[src/rtl/mmio_pkg.sv]
// Shared constants for bus peripherals: register offsets within a window and idle read value.
package mmio_pkg;

    localparam logic [2:0]  OFF_OUT    = 3'd0;
    localparam logic [2:0]  OFF_IN     = 3'd1;
    localparam logic [2:0]  OFF_SET    = 3'd2;
    localparam logic [2:0]  OFF_CLR    = 3'd3;
    localparam logic [2:0]  OFF_STAT   = 3'd4;
    localparam logic [2:0]  OFF_IEN    = 3'd5;

    localparam logic [15:0] DFLT_RDATA = 16'h8585;

endpackage

[src/rtl/gpio_sync.sv]
// Two-flop synchroniser for asynchronous pin inputs; clears to zero on synchronous reset.
module gpio_sync #(
    parameter int unsigned W = 1
) (
    input  logic         clk,
    input  logic         rst,
    input  logic [W-1:0] d,
    output logic [W-1:0] q
);

    logic [W-1:0] s1_q;
    logic [W-1:0] s2_q;

    always_ff @(posedge clk) begin
        if (rst) begin
            s1_q <= '0;
            s2_q <= '0;
        end else begin
            s1_q <= d;
            s2_q <= s1_q;
        end
    end

    assign q = s2_q;

endmodule

[src/rtl/mmio_gpio_bank.sv]
// Memory-mapped GPIO bank: output latch with set/clear, synchronised inputs,
// sticky rising-edge status (W1C) and a maskable level interrupt.
module mmio_gpio_bank #(
    parameter logic [15:0]       BASE_ADDR  = 16'hC000,
    parameter int unsigned       DATA_W     = 16,
    parameter int unsigned       NUM_OUT    = 10,
    parameter int unsigned       NUM_IN     = 10,
    parameter logic [DATA_W-1:0] DFLT_RDATA = DATA_W'(mmio_pkg::DFLT_RDATA)
) (
    input  logic               clk,
    input  logic               rst,
    input  logic [15:0]        addr,
    input  logic               we,
    input  logic               re,
    input  logic [DATA_W-1:0]  wdata,
    output logic [DATA_W-1:0]  rdata,
    output logic [NUM_OUT-1:0] gpio_out,
    input  logic [NUM_IN-1:0]  gpio_in,
    output logic               irq
);

    import mmio_pkg::*;

    if (BASE_ADDR[2:0] != 3'b000) begin : g_bad_base
        $error("mmio_gpio_bank: BASE_ADDR must be 8-word aligned");
    end
    if (NUM_OUT < 1 || NUM_OUT > DATA_W) begin : g_bad_num_out
        $error("mmio_gpio_bank: NUM_OUT must be in 1..DATA_W");
    end
    if (NUM_IN < 1 || NUM_IN > DATA_W) begin : g_bad_num_in
        $error("mmio_gpio_bank: NUM_IN must be in 1..DATA_W");
    end

    logic              sel;
    logic [2:0]        off;
    logic              wr_en;
    logic              rd_en;

    logic [NUM_OUT-1:0] out_q, out_d;
    logic [NUM_IN-1:0]  ien_q, ien_d;
    logic [NUM_IN-1:0]  stat_q, stat_d;
    logic [NUM_IN-1:0]  stat_clr;
    logic [NUM_IN-1:0]  s2;
    logic [NUM_IN-1:0]  s3_q;
    logic [NUM_IN-1:0]  rise;
    logic [1:0]         arm_cnt_q;
    logic               armed;
    logic               unused_wdata;

    assign sel   = (addr[15:3] == BASE_ADDR[15:3]);
    assign off   = addr[2:0];
    assign wr_en = sel & we;
    assign rd_en = sel & re;

    // Only the low NUM_x bits of wdata are meaningful.
    assign unused_wdata = ^wdata;

    gpio_sync #(
        .W (NUM_IN)
    ) u_sync (
        .clk (clk),
        .rst (rst),
        .d   (gpio_in),
        .q   (s2)
    );

    // Pins already high at reset release would otherwise look like rising edges.
    assign armed = (arm_cnt_q == 2'd3);
    assign rise  = s2 & ~s3_q & {NUM_IN{armed}};

    always_comb begin
        out_d    = out_q;
        ien_d    = ien_q;
        stat_clr = '0;
        if (wr_en) begin
            case (off)
                OFF_OUT:  out_d    = wdata[NUM_OUT-1:0];
                OFF_SET:  out_d    = out_q | wdata[NUM_OUT-1:0];
                OFF_CLR:  out_d    = out_q & ~wdata[NUM_OUT-1:0];
                OFF_STAT: stat_clr = wdata[NUM_IN-1:0];
                OFF_IEN:  ien_d    = wdata[NUM_IN-1:0];
                default:  ;
            endcase
        end
        // A new edge on a bit being cleared keeps that bit set.
        stat_d = (stat_q & ~stat_clr) | rise;
    end

    always_ff @(posedge clk) begin
        if (rst) begin
            out_q     <= '0;
            ien_q     <= '0;
            stat_q    <= '0;
            s3_q      <= '0;
            arm_cnt_q <= 2'd0;
        end else begin
            out_q  <= out_d;
            ien_q  <= ien_d;
            stat_q <= stat_d;
            s3_q   <= s2;
            if (!armed) begin
                arm_cnt_q <= arm_cnt_q + 2'd1;
            end
        end
    end

    always_comb begin
        rdata = DFLT_RDATA;
        if (rd_en) begin
            case (off)
                OFF_OUT:  rdata = DATA_W'(out_q);
                OFF_IN:   rdata = DATA_W'(s2);
                OFF_STAT: rdata = DATA_W'(stat_q);
                OFF_IEN:  rdata = DATA_W'(ien_q);
                default:  rdata = DFLT_RDATA;
            endcase
        end
    end

    assign gpio_out = out_q;
    assign irq      = |(stat_q & ien_q);

endmodule

[config.mk]
export PLATFORM = sky130hd
export DESIGN_NAME = mmio_gpio_bank
export DESIGN_NICKNAME = d
export VERILOG_FILES = /design/src/rtl/mmio_pkg.sv /design/src/rtl/gpio_sync.sv /design/src/rtl/mmio_gpio_bank.sv
export SDC_FILE = /design/constraint.sdc
export NUM_CORES = 1
export LEC_CHECK = 0
export CAP_MARGIN = 25
export CORE_MARGIN = 3
export CORE_UTILIZATION = 35
export DETAILED_ROUTE_END_ITERATION = 8
export DONT_BUFFER_PORTS = 1
export PLACE_DENSITY = 0.56
export SLEW_MARGIN = 20
export SYNTH_ARGS = -nofsm -noshare
export SYNTH_HDL_FRONTEND = slang
export SYNTH_HIERARCHICAL = 1
export SYNTH_SLANG_ARGS = --single-unit
[constraint.sdc]
create_clock -name clk -period 2.1 [get_ports clk]
set_input_delay 0.42 -clock clk [delete_from_list [all_inputs] [get_ports clk]]
set_output_delay 0.42 -clock clk [all_outputs]
set_load 0.01 [all_outputs]
==> impl_metrics.json, run 1 <==
{
  "tightestPinTransition_ns": 0.6136,
  "cts_buffers": 9,
  "syn-cell-area_mm2": 0.002923,
  "final_common_cell": "dfxtp_1",
  "dieHeight_um": 97.39,
  "grt_pass1_vias": 2097,
  "rsz0062_at_grt": "no",
  "seq_area_mm2": 0.001241,
  "clockRootBuffer": "clkbuf_8",
  "place.gp.congestion": 0.7760,
  "peakVddDrop_mv": 0.3146,
  "die_x_um": 97.39,
  "dp_hpwl_um": 4492,
  "grt_pass1_wl_um": 11510,
  "critical_path_arrival_ns": 1.48,
  "switchingPower_uw": 517.9,
  "r2r-end": "stat_q[1]$_SDFF_PP0_",
  "min_to": "u_sync/s1_q[3]$_SDFF_PP0_",
  "max_freq_ghz": 0.5254,
  "comb_power_share": 0.047,
  "synth-main-ff-cell": "dfxtp_1",
  "vias_per_cell": 5.482,
  "p_sw_frac": 0.2157,
  "grt_use_total": 0.1534,
  "min_path_cells": 1,
  "tns_ns": 0,
  "yosysWarningCount": 6,
  "setup_slack_ns": 0.1968,
  "tritoncts": "built",
  "hold_start": "rst",
  "cts_max_path_buffers": 2,
  "path_delay_family": "multiplexers",
  "path_cells": "mux4_1, and2_1",
  "async_flop_share": 0,
  "ant_nets": 0,
  "gr-total-overflow": 0,
  "whs_ns": 0.1417,
  "synthDistinctLibCells": 42,
  "syn_inst": 291,
  "maxCapViolCount": 0,
  "post_cts_buffers": 0,
  "ys_ff_latch": 62,
  "antenna_cells": 0,
  "port_buffers": 0,
  "clk_pin_slew_ns": 0.07,
  "fin_crit_sh": 0.9063,
  "fillers": 780,
  "synth_edf_count": 0,
  "routed_wl_um": 7107,
  "placementRows": 32,
  "fin_worst_skew_ns": 0.003882,
  "core_area_mm2": 0.007928,
  "yosysSeqAreaShare": 0.4247,
  "critPathMaxStageDelay_ns": 0.56,
  "worstPathRequired_ns": 1.68,
  "start_kind": "flip-flop",
  "r2r_cells": 4,
  "r2r-start": "arm_cnt_q[0]$_SDFFE_PP0N_",
  "clockPowerShare": 0.441,
  "intPower_uw": 1884,
  "vias": 2149,
  "final_cell_mix": "dfxtp_1, a21oi_1, nand3_1, o21ai_0, nor2b_2",
  "drtIter0Drc": 156,
  "fin_crit_ns": 1.903,
  "drive_above_1_share": 0.1621,
  "drv_slew": 0,
  "worst-setup-path-type": "flip-flop to output port",
  "cts_resized": 0,
  "io_pins": 73,
  "maxSlewHeadroom": 0.5909,
  "cts_hold_buf": 0,
  "end_kind": "output port",
  "post-route-drc-count": 0,
  "grt_max_degree": 63,
  "routedWlPerCell_um": 18.13,
  "hp-class": "input pin to flip-flop",
  "status": "finished clean",
  "finalSetupViolCount": 0,
  "hold_viol": 0,
  "dr.pass1.iters": 4,
  "syn_area_per_cell_um2": 10.04,
  "dp_slack_ns": 0.2527,
  "crit_buf_inv": 0,
  "design.die.area_mm2": 0.009484,
  "antenna_found_initial": 0,
  "insertion_delay_ns": 0.33,
  "areaGrowthSynthToFinish_pct": 6.935,
  "start_util": 0.3687,
  "crit_slowest_cell": "mux4_1",
  "crit_fanout": 3,
  "power_frac_seq": 0.512,
  "multi_input_area_mm2": 0.001470,
  "rrSetupSlack_ns": 0.59,
  "p_leak_uw": 0.001095,
  "layout.nets": 332,
  "h-tree-depth": 3,
  "clock_sinks": 62,
  "p_per_area_mw_per_mm2": 768.3
}
==> metal layers <==
layer / part of all wire / GRT usage / vias to the layer above
met4: 0.015 / 0.05644 / 0
met1: 0.46 / 0.2006 / 1016
met2: 0.43 / 0.2261 / 94
met3: 0.094 / 0.06389 / 11
li1: - / - / 1028
met5: 0 / 0 / -
==> synth_stat cells, types with 2 or more instances <==
| library cell | number | area, um2 |
|---|---|---|
| buf_2 | 3 | 15.01 |
| mux4_1 | 10 | 262.8 |
| nor3_1 | 10 | 50.05 |
| buf_6 | 5 | 56.30 |
| o21ai_1 | 5 | 25.02 |
| nor2b_1 | 11 | 68.82 |
| nand3b_1 | 10 | 75.07 |
| nand4_1 | 2 | 12.51 |
| inv_1 | 15 | 56.30 |
| clkbuf_1 | 10 | 37.54 |
| a21o_1 | 10 | 75.07 |
| nor2_1 | 3 | 11.26 |
| o21ai_0 | 19 | 95.09 |
| a22oi_1 | 3 | 22.52 |
| dfxtp_1 | 62 | 1241 |
| nor2b_4 | 4 | 55.05 |
| buf_4 | 5 | 37.54 |
| a21oi_1 | 30 | 150.1 |
| nand3_1 | 21 | 105.1 |
| nor2b_2 | 16 | 140.1 |
| a31oi_1 | 10 | 62.56 |
| and2_1 | 7 | 43.79 |
==> final cells by class <==
cell class,instances,share of cell area
well taps,102,0.04083
inverters,15,0.01801
repair buffers,4,0.009608
clock buffers,12,0.04964
clock inverters,4,0.01441
flip-flops and latches,62,0.3971
multi-input cells,193,0.4704
==> power groups by stage <==
stage               sequential [uW]  clock, uW  combinational (uW)
CTS                            1230       1090                 115
detailed placement             1250          0                 115
finish                         1230       1060                 114
global route                   1230       1140                 128
global placement               1250          0                 112
floorplan                      1250          0                 149
==> through the flow <==
step / instance area, um2 / util / total power, uW / cells
after floorplan: 2934 / - / 1397 / 294
after detailed placement: 2925 / 0.3690 / 1370 / 376
after global placement: 2925 / 0.3690 / 1366 / 376
after CTS: 3126 / 0.3943 / 2429 / 392
final: 3126 / 0.3943 / 2401 / 392
after global routing: 3126 / 0.3943 / 2497 / 392
==> kinds of logic (layout without fill, tap and decap cells) <==
family	after synthesis	in the layout	synth area share
AND/OR/NAND/NOR	97	97	0.2440
XOR/XNOR	1	1	0.002997
adder cells (fa/ha/maj)	1	1	0.004280
AO/OA/AOI/OAI	79	79	0.1533
multiplexers	11	11	0.09332
flip-flops	62	62	0.4247
buffers and inverters	39	35	0.07620
other	1	4	0.001283
==> worst max path at each step <==
stage,cells past startpoint,startpoint,slack (ns),endpoint
6_report,2,gpio_out[4]$_SDFFE_PP0P_,0.20,rdata[4]
5_1_grt,3,stat_q[9]$_SDFF_PP0_,0.08,irq
4_1_cts,2,gpio_out[4]$_SDFFE_PP0P_,0.18,rdata[4]
3_5_place_dp,4,addr[4],0.25,rdata[5]
3_3_place_gp,4,addr[4],0.27,rdata[5]
2_1_floorplan,6,addr[1],0.28,rdata[15]
==> state kept, by name (all words and copies together) (netlist names) <==
register	cells
gpio_out	10
arm_cnt_q	2
u_sync/s1_q	10
stat_q	10
ien_q	10
u_sync/q	10
s3_q	10
==> worst reg2reg max path, cell delays in order (launching register included) <==
cell and delay, ns:
dfxtp_1 0.36, ha_1 0.56, nand3b_1 0.19, a21o_1 0.21
a31oi_1 0.12
(Power assumes the default switching activity.)
==> run 2: changes to the inputs <==
Settings changed: CTS_CLUSTER_SIZE set to 24.
==> results of run 2 <==
No change in the layout: final DEF, timing and power equal those of run 1.
